### config.mk
export PLATFORM = sky130hd
export DESIGN_NAME = mult_div_unit
export DESIGN_NICKNAME = d
export VERILOG_FILES = /design/src/rtl/mdu_pkg.sv /design/src/rtl/mdu_sign_fix.sv /design/src/rtl/mult_div_unit.sv
export SDC_FILE = /design/constraint.sdc
export NUM_CORES = 1
export LEC_CHECK = 0
export ABC_AREA = 0
export CORE_ASPECT_RATIO = 1.5
export CORE_MARGIN = 10
export CORE_UTILIZATION = 40
export DETAILED_ROUTE_END_ITERATION = 12
export SLEW_MARGIN = 15
export SYNTH_ARGS = -nofsm -noshare
export SYNTH_HDL_FRONTEND = slang
export SYNTH_SLANG_ARGS = --single-unit
### constraint.sdc
create_clock -name clk -period 4 [get_ports clk]
set_input_delay 0.8 -clock clk [delete_from_list [all_inputs] [get_ports clk]]
set_output_delay 0.8 -clock clk [all_outputs]
set_load 0.02 [all_outputs]
### src/rtl/mdu_pkg.sv
// Shared constants and types for the multiply/divide unit and the control decoder.
// Optional feature macro: MDU_DIV_EN (restoring divider; mult-only when undefined).
package mdu_pkg;

    localparam int unsigned XLEN  = 32;
    localparam int unsigned ITER  = 32;
    localparam int unsigned CNT_W = 5;

    // op encoding
    localparam logic OP_MULT = 1'b0;
    localparam logic OP_DIV  = 1'b1;

    // move encoding (hi/lo read select)
    localparam logic [1:0] MOVE_HI = 2'b01;
    localparam logic [1:0] MOVE_LO = 2'b10;

    typedef enum logic [1:0] {
        IDLE = 2'd0,
        RUN  = 2'd1,
        FIX  = 2'd2
    } state_t;

endpackage

### src/rtl/mdu_sign_fix.sv
// Operand magnitudes and sign correction of the unsigned result.
// Optional feature macro: MDU_DIV_EN (adds quotient/remainder correction).
module mdu_sign_fix
    import mdu_pkg::*;
(
    input  logic [XLEN-1:0]   a,
    input  logic [XLEN-1:0]   b,
    input  logic [2*XLEN-1:0] mag_res,
    input  logic              sign_x,
`ifdef MDU_DIV_EN
    input  logic              op_div,
    input  logic              sign_a,
`endif
    output logic [XLEN-1:0]   mag_a,
    output logic [XLEN-1:0]   mag_b,
    output logic [XLEN-1:0]   res_hi,
    output logic [XLEN-1:0]   res_lo
);

    logic [2*XLEN-1:0] prod;

    // Absolute values of the operands and signed form of the result
    always_comb begin
        mag_a = a[XLEN-1] ? XLEN'(-a) : a;
        mag_b = b[XLEN-1] ? XLEN'(-b) : b;
        prod  = sign_x ? (2*XLEN)'(-mag_res) : mag_res;
        {res_hi, res_lo} = prod;
`ifdef MDU_DIV_EN
        if (op_div == OP_DIV) begin
            // quotient takes a^b sign, remainder takes the dividend sign
            res_lo = sign_x ? XLEN'(-mag_res[XLEN-1:0]) : mag_res[XLEN-1:0];
            res_hi = sign_a ? XLEN'(-mag_res[2*XLEN-1:XLEN]) : mag_res[2*XLEN-1:XLEN];
        end
`endif
    end

endmodule

### src/rtl/mult_div_unit.sv
// Iterative signed multiply/divide unit with architectural HI/LO registers.
// Optional feature macro: MDU_DIV_EN (when undefined, div requests set err).
module mult_div_unit
    import mdu_pkg::*;
(
    input  logic            clk,
    input  logic            reset,
    input  logic            start,
    input  logic            op,
    input  logic [XLEN-1:0] a,
    input  logic [XLEN-1:0] b,
    input  logic [1:0]      move,
    output logic [XLEN-1:0] rdata,
    output logic            busy,
    output logic            done,
    output logic            err,
    output logic [XLEN-1:0] hi,
    output logic [XLEN-1:0] lo
);

    state_t             state;
    logic [CNT_W-1:0]   cnt;
    logic [2*XLEN-1:0]  w;
    logic [2*XLEN-1:0]  w_next;
    logic [XLEN-1:0]    mb;
    logic               sign_x;
    logic               skip;
    logic               reject;
    logic [XLEN-1:0]    mag_a;
    logic [XLEN-1:0]    mag_b;
    logic [XLEN-1:0]    res_hi;
    logic [XLEN-1:0]    res_lo;
    logic [XLEN:0]      sum;
`ifdef MDU_DIV_EN
    logic               op_q;
    logic               sign_a;
    logic [XLEN:0]      rem_sh;
    logic [XLEN-1:0]    diff;
`endif

    mdu_sign_fix u_sign_fix (
        .a       (a),
        .b       (b),
        .mag_res (w),
        .sign_x  (sign_x),
`ifdef MDU_DIV_EN
        .op_div  (op_q),
        .sign_a  (sign_a),
`endif
        .mag_a   (mag_a),
        .mag_b   (mag_b),
        .res_hi  (res_hi),
        .res_lo  (res_lo)
    );

    // Requests that complete immediately with err instead of iterating
`ifdef MDU_DIV_EN
    assign reject = (op == OP_DIV) && (b == '0);
`else
    assign reject = (op == OP_DIV);
`endif

    // HI/LO read port
    always_comb begin
        rdata = '0;
        if (move == MOVE_HI) rdata = hi;
        else if (move == MOVE_LO) rdata = lo;
    end

    // One iteration: shift-add multiply step, or restoring divide step
    always_comb begin
        sum    = {1'b0, w[2*XLEN-1:XLEN]} + (w[0] ? {1'b0, mb} : {(XLEN+1){1'b0}});
        w_next = {sum, w[XLEN-1:1]};
`ifdef MDU_DIV_EN
        rem_sh = {w[2*XLEN-1:XLEN], w[XLEN-1]};
        diff   = XLEN'(rem_sh - {1'b0, mb});
        if (op_q == OP_DIV) begin
            if (rem_sh >= {1'b0, mb}) w_next = {diff, w[XLEN-2:0], 1'b1};
            else                      w_next = {rem_sh[XLEN-1:0], w[XLEN-2:0], 1'b0};
        end
`endif
    end

    // Control FSM, iteration datapath and architectural registers
    always_ff @(posedge clk) begin
        if (!reset) begin
            state  <= IDLE;
            cnt    <= '0;
            w      <= '0;
            mb     <= '0;
            sign_x <= 1'b0;
            skip   <= 1'b0;
            hi     <= '0;
            lo     <= '0;
            busy   <= 1'b0;
            done   <= 1'b0;
            err    <= 1'b0;
`ifdef MDU_DIV_EN
            op_q   <= OP_MULT;
            sign_a <= 1'b0;
`endif
        end else begin
            done <= 1'b0;
            case (state)
                IDLE: begin
                    if (start) begin
                        err    <= 1'b0;
                        busy   <= 1'b1;
                        cnt    <= '0;
                        w      <= {{XLEN{1'b0}}, mag_a};
                        mb     <= mag_b;
                        sign_x <= a[XLEN-1] ^ b[XLEN-1];
                        skip   <= reject;
`ifdef MDU_DIV_EN
                        op_q   <= op;
                        sign_a <= a[XLEN-1];
`endif
                        state  <= reject ? FIX : RUN;
                    end
                end
                RUN: begin
                    w   <= w_next;
                    cnt <= cnt + CNT_W'(1);
                    if (cnt == CNT_W'(ITER - 1)) state <= FIX;
                end
                FIX: begin
                    if (skip) begin
                        err <= 1'b1;
                    end else begin
                        hi <= res_hi;
                        lo <= res_lo;
                    end
                    done  <= 1'b1;
                    busy  <= 1'b0;
                    state <= IDLE;
                end
                default: state <= IDLE;
            endcase
        end
    end

endmodule

**Yosys cells after proc, flatten, opt, wreduce, memory -nomap -nowiden**

Cells that the tools add are included.

- Register bits: 172
- Output and inout port bits: 99

- Add/sub/neg operators: 5
- Equal/unequal tests: 8
- Mux-type cells: 20
- Bitwise operators: 2
- Reductions and logical operators: 9

Operators with widths:

| cell | count |
|---|---|
| $mux W32 | 5 |
| $mux W64 | 2 |
| $pmux W64 S2 | 1 |
| $neg A32 Y32 | 2 |
| $neg A64 Y64 | 1 |
| $add A32 B32 Y33 | 1 |
| $pmux W5 S2 | 1 |
| $reduce_and A2 Y1 | 5 |
| $mux W2 | 3 |
| $ne A2 B2 Y1 const B | 3 |
| $add A5 B1 Y5 const B | 1 |
| $eq A5 B5 Y1 const B | 1 |
| $mux W5 | 1 |
| $eq A2 B1 Y1 const B | 2 |
| $eq A2 B2 Y1 const B | 2 |
| $mux W1 | 4 |
| $pmux W1 S2 | 2 |
| $pmux W2 S2 | 1 |
| $reduce_bool A2 Y1 | 2 |
| $reduce_and A3 Y1 | 1 |
| $logic_not A2 Y1 | 1 |
| $not A1 Y1 | 1 |
| $xor A1 B1 Y1 | 1 |

**Longest topological paths before layout**

Gate-level depths: netlist of the first run.

- Depth in word-level cells: 4
- Depth in mapped cells: 14
- Depth with buffers taken out: 12

**Hierarchy**

A second synthesis of the first run with hierarchy kept.

- Cell total of the unflattened synthesis: 1,493
- Area, all modules: 11,626.2 um^2

Modules (own cells, without submodules):

| module | times used | cells each | area each (um^2) |
|---|---|---|---|
| mult_div_unit | 1 | 1,102 | 8,753.4 |
| mdu_sign_fix | 1 | 391 | 2,872.8 |

**Least setup slack after synthesis of the first run**

Ideal clock, no wire load.

- Path kind: flip-flop to flip-flop
- Start point: reg w[0]
- End point: reg w[60]
- Setup time: 117 ps
- Data arrival time: 2,924 ps
- Required time: 3,883 ps
- Setup slack: 959 ps
- Cell stages (with the launch flop): 13
- Buffers on the path: 3
- Clock period less this slack: 3,041 ps
- Path through: dfxtp_1 > clkbuf_1 > clkbuf_1 > and2_1 > ha_1 > clkbuf_1 > nand4_1 > or3_1 > o31a_1 > o41ai_1 > a31oi_1 > xnor2_1 > a32o_1

- Word-level cells in the longest chain between the ends: 3

RTL lines:

| element | RTL line | text |
|---|---|---|
| from (decl) | mult_div_unit.sv:23 | `logic [2*XLEN-1:0] w;` |
| from (signal assigned) | mult_div_unit.sv:110 | `w <= {{XLEN{1'b0}}, mag_a};` |
| from (signal assigned) | mult_div_unit.sv:122 | `w <= w_next;` |
| $mux W32 | mult_div_unit.sv:72 | `sum = {1'b0, w[2*XLEN-1:XLEN]} + (w[0] ? {1'b0, mb} : {(XLEN+1){1'b0}});` |
| $add A32 B32 Y33 | mult_div_unit.sv:72 |  |
| $pmux W64 S2 | mult_div_unit.sv:104 | `case (state)` |

No other way between the ends.
A chain may end at the register's enable or synchronous reset.

**Worst setup path after layout of the first run**

- Start point: reg w[0]
- End point: reg w[59]

The elaborated chain is that of the path after synthesis.

==> flow_summary.json, run 1 <==
{
  "placed_area_mm2": 0.0128,
  "boundaryPins": 169,
  "multi_input_comb_area_mm2": 0.00685,
  "postLayoutCellArea_mm2": 0.0134,
  "slew_viol_final": 0,
  "firstDrtPassIters": 5,
  "ys_types": 61,
  "grt_first_pass_wirelength_mm": 53.5,
  "clock-skew-final_ns": 0.00753,
  "power.internal_mw": 3.32,
  "hold_violations": 0,
  "die_y_um": 221,
  "timing.critical_path.arrival_ns": 3.79,
  "tritoncts": "built",
  "crit_path_cell_trace": "buf_4 -> and2_1 -> ha_1 -> a21oi_1 -> o21ai_0 -> o2bb2ai_1 -> a21oi_1 -> a31oi_1 -> a2111oi_0 -> xor2_1 -> o21ai_0",
  "fp.dieArea_mm2": 0.0341,
  "critical_path.slowest_cell": "a2111oi_0",
  "port-buffer-count": 168,
  "worstSetupPathType": "register to register",
  "floorplan.initialDensity_pct": 40.6,
  "power.switching_fraction_pct": 29.5,
  "worst_setup_path_start_kind": "register",
  "r2r_setup_slack_ns": 0.51,
  "cts.repair.resized": 0,
  "crit_path_end_kind": "register",
  "finalSetupTns_ns": 0,
  "gp_congestion": 0.893,
  "worstRegToRegCells": 11,
  "synth.top_cells.by_count": "172 x dfxtp_1, 154 x nor2_1, 109 x nand2_1",
  "crit_path_max_incr_delay_ns": 0.87,
  "max_clock_freq_mhz": 286,
  "total_leakage_power_nw": 4.98,
  "cell_accounting_for_the_most_synthesized_area": "dfxtp_1",
  "period_share_pct": 87.4,
  "number_of_enable_type_register_cells_in_the_synthesized_netlist": 0,
  "layout-drive-gt1-share_pct": 6.00,
  "timing.slew.headroom_pct": 33.2,
  "tritoncts_sink_count": 172,
  "power.switching_mw": 1.39,
  "clockRootBuffer": "clkbuf_16",
  "route.detailed.drc": 0,
  "drv_cap": 0,
  "htree_num_levels": 4,
  "drt_antenna_net_count": 0,
  "seqPwrFrac_pct": 40.7,
  "post-route-min-period_ns": 3.49,
  "vias": 10300,
  "synth_area_leaders": "dfxtp_1 32%, xor2_1 6.9%, nor2_1 5.4%, xnor2_1 5.0%, a211oi_1 4.6%",
  "power.clock.fraction_pct": 38.0,
  "rsz0062_at_grt": "no",
  "floorplan.die.width_um": 154,
  "mappedNetlistNets": 1472,
  "worst_r2r_endpoint": "w[59]",
  "synthesis.area_mm2": 0.0108,
  "async_flop_share_pct": 0,
  "post-cts-setup-buffers": 0,
  "fill_cells": 2658,
  "detailed_place_hpwl_mm": 26.0,
  "grt.total_usage_pct": 18.9,
  "number_of_global_route_vias_before_repair": 10200,
  "crit_fanout": 26,
  "totalWireLength_mm": 33.4,
  "timing.critical_path.to": "w[59]",
  "yosysMostFrequentCell": "dfxtp_1",
  "placement_rows": 73,
  "syn-mean-instance-area_um2": 7.90,
  "worst_pin_slew_ns": 0.977,
  "postCtsHoldBufs": 0,
  "timing.critical_path.from": "w[0]",
  "synthCells": 1364,
  "clock_path_buffers": 2,
  "yosysWarningCount": 0,
  "drt-initial-drc-count": 482,
  "gr-total-overflow": 0,
  "antenna_found_initial": 1,
  "hold_path.class": "register to register",
  "setup_violations_final": 0,
  "wire_per_inst_um": 18.2,
  "comb_power_share_pct": 21.3,
  "finalNetCount": 1595,
  "areaGrowthSynthToFinish_pct": 24.6,
  "synth-seq-area-share_pct": 31.9,
  "utilization_pct": 50.5,
  "clock_latency_on_the_worst_skew_pair_ns": 0.44,
  "worst_r2r_start": "w[0]",
  "max_ir_drop_vdd_mv": 0.321,
  "ff_latch_area_mm2": 0.00344,
  "pwr_density_cell_mw_per_mm2": 350,
  "ys.flop_type": "dfxtp_1",
  "clock_pin_slew_on_the_worst_setup_and_hold_paths_ns": 0.06,
  "grt_start_max_net_pins": 60,
  "cts-buffers-inserted": 17,
  "synth_largest_type_area_fraction_pct": 31.9,
  "status": "finished, final reports clean",
  "cp_data_required_time_ns": 4.30,
  "core_mm2": 0.0266,
  "viasPerCell": 5.59,
  "synth-seq-cells": 172
}
[power by group through the flow]
stage | sequential [mW] | clock (mW) | combinational (mW)
2_1_floorplan | 1.95 | 0 | 0.611
3_3_place_gp | 1.95 | 0 | 1.00
3_5_place_dp | 1.95 | 0 | 1.01
4_1_cts | 1.92 | 1.83 | 1.01
5_1_grt | 1.93 | 1.89 | 1.10
6_report | 1.92 | 1.79 | 1.00
[cell usage in the layout (no fill, tap or decap), types with 15 or more instances in the layout]
master,Yosys,layout
inv_1,42,42
nor3_1,16,16
xnor2_1,62,62
nor2_1,154,152
o31ai_1,35,35
nand3_1,15,15
xor2_1,85,85
nand2_1,109,109
a211oi_1,66,66
a22o_1,32,32
o41ai_1,21,21
a221oi_1,31,31
clkdlybuf4s50_1,0,168
dfxtp_1,172,171
and2_1,37,37
a21oi_1,96,96
buf_4,0,28
ha_1,37,37
clkbuf_16,0,17
or4_1,15,15
o21ai_0,90,90
[routing by layer]
metal | wire length, um | track usage, % | up-vias
met5 | 0 | 0 | -
met4 | 851 | 7.43 | 0
met3 | 1310 | 3.07 | 38
met2 | 17400 | 34.7 | 223
met1 | 13800 | 21.1 | 4820
li1 | - | - | 5190
[final cells by class]
cell class	instances	area share [%]
sequential	172	25.6
timing repair buffer	197	14.2
antenna	1	0.0186
multi-input combinational	1056	51.0
inverter	43	1.22
clock buffer	19	3.37
clock inverter	13	1.40
tap	337	3.14
[stage by stage]
step                instances  hold WS (ns)  worst slack (ns)  power [mW]
floorplan                1364         0.427             0.959        2.56
global placement         1805         0.441             0.322        2.95
detailed placement       1805         0.446             0.313        2.96
CTS                      1837         0.453             0.527        4.76
global route             1838         0.480             0.256        4.92
finish                   1838         0.449             0.505        4.71
[cells by family after synthesis]
group	synth area share [%]
mux	0.186
buf+inv	4.82
flops	31.9
xor+xnor	11.9
fa+ha+maj	4.48
simple gates	19.3
compound gates	27.3
[registers in the layout, indices dropped and copies added, names as in the netlist]
| register | flops |
|---|---|
| state | 2 |
| cnt | 5 |
| lo | 32 |
| done | 1 |
| err | 1 |
| skip | 1 |
| mb | 32 |
| hi | 32 |
| busy | 1 |
| w | 64 |
| sign_x | 1 |
[how the worst min path moves through the flow]
| stage | start | to | slack (ns) | depth (start not counted) |
|---|---|---|---|---|
| final | mb[22] | mb[22] | 0.45 | 2 |
| after global routing | mb[22] | mb[22] | 0.48 | 2 |
| after CTS | mb[22] | mb[22] | 0.45 | 2 |
| after detailed placement | mb[22] | mb[22] | 0.45 | 2 |
| after global placement | mb[22] | mb[22] | 0.44 | 2 |
| after floorplan | mb[22] | mb[22] | 0.43 | 2 |
[worst max-delay path, delay by kind of cell (launching register included)]
family	cells	cell delay, ns
xor+xnor	1	0.18
simple gates	1	0.15
buf+inv	1	0.29
fa+ha+maj	1	0.27
compound gates	7	1.89
flops	1	0.56
No activity file was read; power rests on OpenSTA's default activity.
==> inputs of run 2 (changes only) <==
--- a/config.mk
+++ b/config.mk
@@ -6,11 +6,15 @@
 export NUM_CORES = 1
 export LEC_CHECK = 0
 export ABC_AREA = 0
+export CELL_PAD_IN_SITES_DETAIL_PLACEMENT = 0
+export CELL_PAD_IN_SITES_GLOBAL_PLACEMENT = 2
 export CORE_ASPECT_RATIO = 1.5
 export CORE_MARGIN = 10
-export CORE_UTILIZATION = 40
+export CORE_UTILIZATION = 32
 export DETAILED_ROUTE_END_ITERATION = 12
+export PLACE_DENSITY_LB_ADDON = 0.1
 export SLEW_MARGIN = 15
 export SYNTH_ARGS = -nofsm -noshare
 export SYNTH_HDL_FRONTEND = slang
 export SYNTH_SLANG_ARGS = --single-unit
+export TNS_END_PERCENT = 100
==> run 2 against run 1 <==
Compared with the run above:
- total power down 1.4%
- register-to-register slack improved by 0.03 ns
- largest cell class unchanged
- fmax increased by 0.83%
- final cell count rose by 5.4%
==> flow_summary.json, run 2 (same netlist as run 1, synthesis figures left out) <==
{
  "layout.cells.most_common": "dfxtp_1",
  "tritoncts": "built",
  "timing.critical_path.arrival_ns": 2.67,
  "status": "finished, final reports clean",
  "htree_num_levels": 4,
  "floorplan.die.width_um": 170,
  "number_of_global_route_vias_before_repair": 10100,
  "post-route-min-period_ns": 3.47,
  "firstDrtPassIters": 5,
  "total_leakage_power_nw": 5.06,
  "antenna_cells_inserted": 0,
  "post-cts-setup-buffers": 0,
  "grt_first_pass_wirelength_mm": 58.8,
  "wl_met3_mm": 1.04,
  "setup_violations_final": 0,
  "top_layer": "met4",
  "viasPerCell": 5.26,
  "drt_antenna_net_count": 0,
  "postCtsHoldBufs": 0,
  "met1Wirelength_mm": 15.3,
  "layout-drive-gt1-share_pct": 6.99,
  "crit_path_end_kind": "output pin",
  "die_y_um": 245,
  "worst_pin_slew_ns": 1.10,
  "gr-total-overflow": 0,
  "worstSetupPathType": "input port to output pin",
  "hold_violations": 0,
  "drv_cap": 0,
  "fp.dieArea_mm2": 0.0416,
  "vias": 10200,
  "slew_viol_final": 0,
  "seqPwrFrac_pct": 41.2,
  "grt.total_usage_pct": 18.1,
  "detailed_place_hpwl_mm": 29.7,
  "power.switching_mw": 1.44,
  "grt_start_max_net_pins": 81,
  "finalNetCount": 1612,
  "hold_path.class": "register to register",
  "wire_per_inst_um": 19.6,
  "regMostFlops": "w",
  "final.hold.worst_slack_ns": 0.451,
  "cp_data_required_time_ns": 3.20,
  "period_share_pct": 86.6,
  "comb_power_share_pct": 22.3,
  "drt-initial-drc-count": 549,
  "totalWireLength_mm": 37.9,
  "pwr_density_cell_mw_per_mm2": 340,
  "power.internal_mw": 3.20,
  "port-buffer-count": 168,
  "antenna_found_initial": 0,
  "clockRootBuffer": "clkbuf_16",
  "power.switching_fraction_pct": 31.1,
  "boundaryPins": 169,
  "tritoncts_sink_count": 172,
  "cts-buffers-inserted": 17,
  "clock-skew-final_ns": 0.00743,
  "clock_path_buffers": 2,
  "power.clock.fraction_pct": 36.6,
  "max_ir_drop_vdd_mv": 0.251,
  "rsz0062_at_grt": "no",
  "placement_rows": 82,
  "floorplan.initialDensity_pct": 32.3,
  "largest_register_ff_count": 64,
  "clock_latency_on_the_worst_skew_pair_ns": 0.45,
  "layout.cells.most_common_list": "172 x dfxtp_1, 168 x clkdlybuf4s50_1, 152 x nor2_1",
  "gp_congestion": 0.856,
  "finalSetupTns_ns": 0,
  "met2RoutedLength_mm": 20.6,
  "areaGrowthSynthToFinish_pct": 26.6,
  "timing.slew.headroom_pct": 26.3,
  "cts.repair.resized": 0,
  "crit_fanout": 32,
  "core_mm2": 0.0333,
  "route.detailed.drc": 0,
  "clock_pin_slew_on_the_worst_setup_and_hold_paths_ns": 0.07,
  "max_clock_freq_mhz": 289,
  "worst_setup_path_start_kind": "input port"
}
## run 2: worst paths after layout
path                   end  cells past startpoint     from  slack [ns]
setup / recovery  rdata[7]                      5  move[1]        0.53
hold / removal      mb[24]                      2   mb[24]        0.45
setup reg to reg     w[60]                     12     w[0]        0.54
hold reg to reg     mb[24]                      2   mb[24]        0.45
## run 2: final cells by class
| type | count | area [um2] |
|---|---|---|
| clock buffer | 19 | 453 |
| clock inverter | 13 | 140 |
| fill | 3441 | 19700 |
| inverter | 43 | 164 |
| multi-input combinational | 1056 | 6850 |
| sequential | 172 | 3440 |
| tap | 420 | 526 |
| timing repair buffer | 214 | 2080 |
## run 2: stage by stage
step	instances	power [mW]	setup slack (ns)	cell area (um2)	utilization (%)
final	1937	4.64	0.534	13700	40.9
after global routing	1937	4.87	0.168	13700	40.9
after CTS	1937	4.71	0.473	13700	40.9
after detailed placement	1905	2.99	0.309	13100	39.2
after global placement	1905	2.99	0.314	13100	39.2
after floorplan	1364	2.56	0.959	10800	-
## run 2: power by group through the flow
stage | clock (mW) | sequential, mW | combinational (mW)
final | 1.70 | 1.91 | 1.03
after global routing | 1.81 | 1.92 | 1.14
after CTS | 1.75 | 1.91 | 1.05
after detailed placement | 0 | 1.95 | 1.04
after global placement | 0 | 1.95 | 1.04
after floorplan | 0 | 1.95 | 0.611
## run 2: per-layer routing
layer,vias up,global-route usage [%]
met5,-,0
li1,5224,-
met3,36,2.67
met2,159,34.1
met4,0,6.75
met1,4776,19.7
## run 2: critical path, stage by stage
cell	delay [ns]
clkdlybuf4s50_1	0.49
nor2b_2	0.14
buf_4	0.37
a22o_1	0.21
clkdlybuf4s50_1	0.63
==> inputs of run 3 (changes only) <==
--- a/config.mk
+++ b/config.mk
@@ -6,12 +6,13 @@
 export NUM_CORES = 1
 export LEC_CHECK = 0
 export ABC_AREA = 0
-export CELL_PAD_IN_SITES_DETAIL_PLACEMENT = 0
+export CELL_PAD_IN_SITES_DETAIL_PLACEMENT = 1
 export CELL_PAD_IN_SITES_GLOBAL_PLACEMENT = 2
 export CORE_ASPECT_RATIO = 1.5
 export CORE_MARGIN = 10
-export CORE_UTILIZATION = 32
+export CORE_UTILIZATION = 38
 export DETAILED_ROUTE_END_ITERATION = 12
+export DONT_BUFFER_PORTS = 1
 export PLACE_DENSITY_LB_ADDON = 0.1
 export SLEW_MARGIN = 15
 export SYNTH_ARGS = -nofsm -noshare
==> run 3 against run 2 <==
Compared with the run above:
- die area shrank 14%
- design area shrank 14%
- clock power about the same
- fmax is 4.9% lower
- via count down 3.9%
- final cell count is 14% lower
- sequential power rose by 3%
- first-iteration DRC count down 22%
- wire length fell by 0.66%
- setup slack got worse by 0.18 ns
- critical endpoint is now w[63]
==> flow_summary.json, run 3 (same netlist as run 1, synthesis figures left out) <==
{
  "worst_setup_path_start_kind": "register",
  "timing.critical_path.from": "w[0]",
  "number_of_global_route_vias_before_repair": 9865,
  "crit_fanout": 26,
  "vias": 9801,
  "postLayoutCellArea_mm2": 0.0117,
  "post-cts-setup-buffers": 0,
  "port-buffer-count": 0,
  "clock-skew-final_ns": 0.0108,
  "worst_r2r_endpoint": "w[63]",
  "placement_rows": 75,
  "worst_r2r_start": "w[0]",
  "final_cell_count_no_fill": 1671,
  "max_ir_drop_vdd_mv": 0.274,
  "floorplan.die.width_um": 158,
  "totalWireLength_mm": 37.7,
  "post-route-min-period_ns": 3.64,
  "detailed_place_hpwl_mm": 29.3,
  "use_met3_pct": 4.21,
  "clock_pin_slew_on_the_worst_setup_and_hold_paths_ns": 0.07,
  "timing.critical_path.arrival_ns": 4.00,
  "worstRegToRegCells": 11,
  "boundaryPins": 169,
  "clockRootBuffer": "clkbuf_16",
  "placed_area_mm2": 0.0111,
  "gr-total-overflow": 0,
  "grt.total_usage_pct": 20.9,
  "slew_viol_final": 0,
  "max_clock_freq_mhz": 274,
  "firstDrtPassIters": 4,
  "finalNetCount": 1420,
  "cts-buffers-inserted": 17,
  "postCtsHoldBufs": 0,
  "regMostFlops": "w",
  "drt-initial-drc-count": 430,
  "final.hold.worst_slack_ns": 0.455,
  "dpl.cell_count": 1639,
  "met2_usage_pct": 39.0,
  "pwr_density_cell_mw_per_mm2": 384,
  "antenna_cells_inserted": 0,
  "timing.slew.headroom_pct": 44.7,
  "floorplan.initialDensity_pct": 38.6,
  "crit_path_end_kind": "register",
  "tritoncts": "built",
  "path_common_cell": "a21oi_1",
  "viasPerCell": 5.87,
  "wire_per_inst_um": 22.5,
  "drv_cap": 0,
  "total_leakage_power_nw": 4.32,
  "tritoncts_sink_count": 172,
  "antenna_found_initial": 0,
  "clock_latency_on_the_worst_skew_pair_ns": 0.46,
  "core_mm2": 0.0280,
  "drt_antenna_net_count": 0,
  "crit_path_max_incr_delay_ns": 0.83,
  "status": "finished, final reports clean",
  "route.detailed.drc": 0,
  "finalSetupTns_ns": 0,
  "setup_violations_final": 0,
  "grt_start_max_net_pins": 80,
  "cp_data_required_time_ns": 4.36,
  "hold_path.class": "register to register",
  "rsz0062_at_grt": "no",
  "hold_violations": 0,
  "areaGrowthSynthToFinish_pct": 8.30,
  "gp_congestion": 0.870,
  "layout-drive-gt1-share_pct": 6.26,
  "htree_num_levels": 4,
  "layout.cells.most_common_list": "171 x dfxtp_1, 152 x nor2_1, 109 x nand2_1",
  "critical_path.slowest_cell": "dfxtp_1",
  "holdCritStartpoint": "mb[24]",
  "clock_path_buffers": 2,
  "worst_hold_path.num_cells": 2,
  "period_share_pct": 91.1,
  "worstSetupPathType": "register to register",
  "largest_register_ff_count": 64,
  "die_y_um": 226,
  "cts.repair.resized": 0,
  "grt_use_met1_pct": 22.2,
  "layout.cells.most_common": "dfxtp_1",
  "r2r_setup_slack_ns": 0.36,
  "crit_path_cell_trace": "and2_1 -> ha_1 -> inv_1 -> fa_1 -> nor2b_1 -> o2111ai_1 -> a21oi_1 -> a21oi_1 -> a31oi_1 -> a2111oi_0 -> o41ai_1",
  "worst_pin_slew_ns": 0.830,
  "fp.dieArea_mm2": 0.0356,
  "total_power_mw": 4.49,
  "grt-busiest-layer": "met2",
  "grt_first_pass_wirelength_mm": 57.9,
  "timing.hold.worst_endpoint": "mb[24]"
}
run 3: final cells by class:
type	count	area [um2]
Fill cell	3364	16300
Multi-Input combinational cell	1056	6850
Sequential cell	172	3440
Tap cell	346	433
Clock buffer	17	425
Timing Repair Buffer	22	190
Clock inverter	15	169
Inverter	43	164
run 3: where the power goes:
group	internal, mW	switching (mW)
combinational	0.298	0.503
clock	0.892	0.827
sequential	1.81	0.153
run 3: critical path, delay by kind of cell, from the launching register on:
kind	cells	cell delay [ns]
AOI/OAI and AO/OA	6	1.64
DFF	1	0.83
adders and majority gates	2	0.59
and+or+nand+nor	2	0.41
buffers and inverters	1	0.06
run 3: worst max path at each step:
stage	endpoint	slack [ns]	depth (start not counted)
final	w[63]	0.36	11
after global routing	w[63]	0.08	11
after CTS	w[63]	0.33	11
after detailed placement	w[63]	0.37	11
after global placement	w[63]	0.53	11
after floorplan	mb[28]	0.96	6
run 3: per-layer routing:
layer	part of all wire, %	wire length (um)
met5	0	0
met2	54	20400
met1	39	14600
met4	2.9	1090
met3	4.2	1570
run 3: through the flow:
step,setup slack (ns),utilization (%)
after floorplan,0.959,-
after global placement,0.534,39.6
after detailed placement,0.368,39.6
after CTS,0.328,41.8
after global routing,0.0844,41.8
final,0.357,41.8
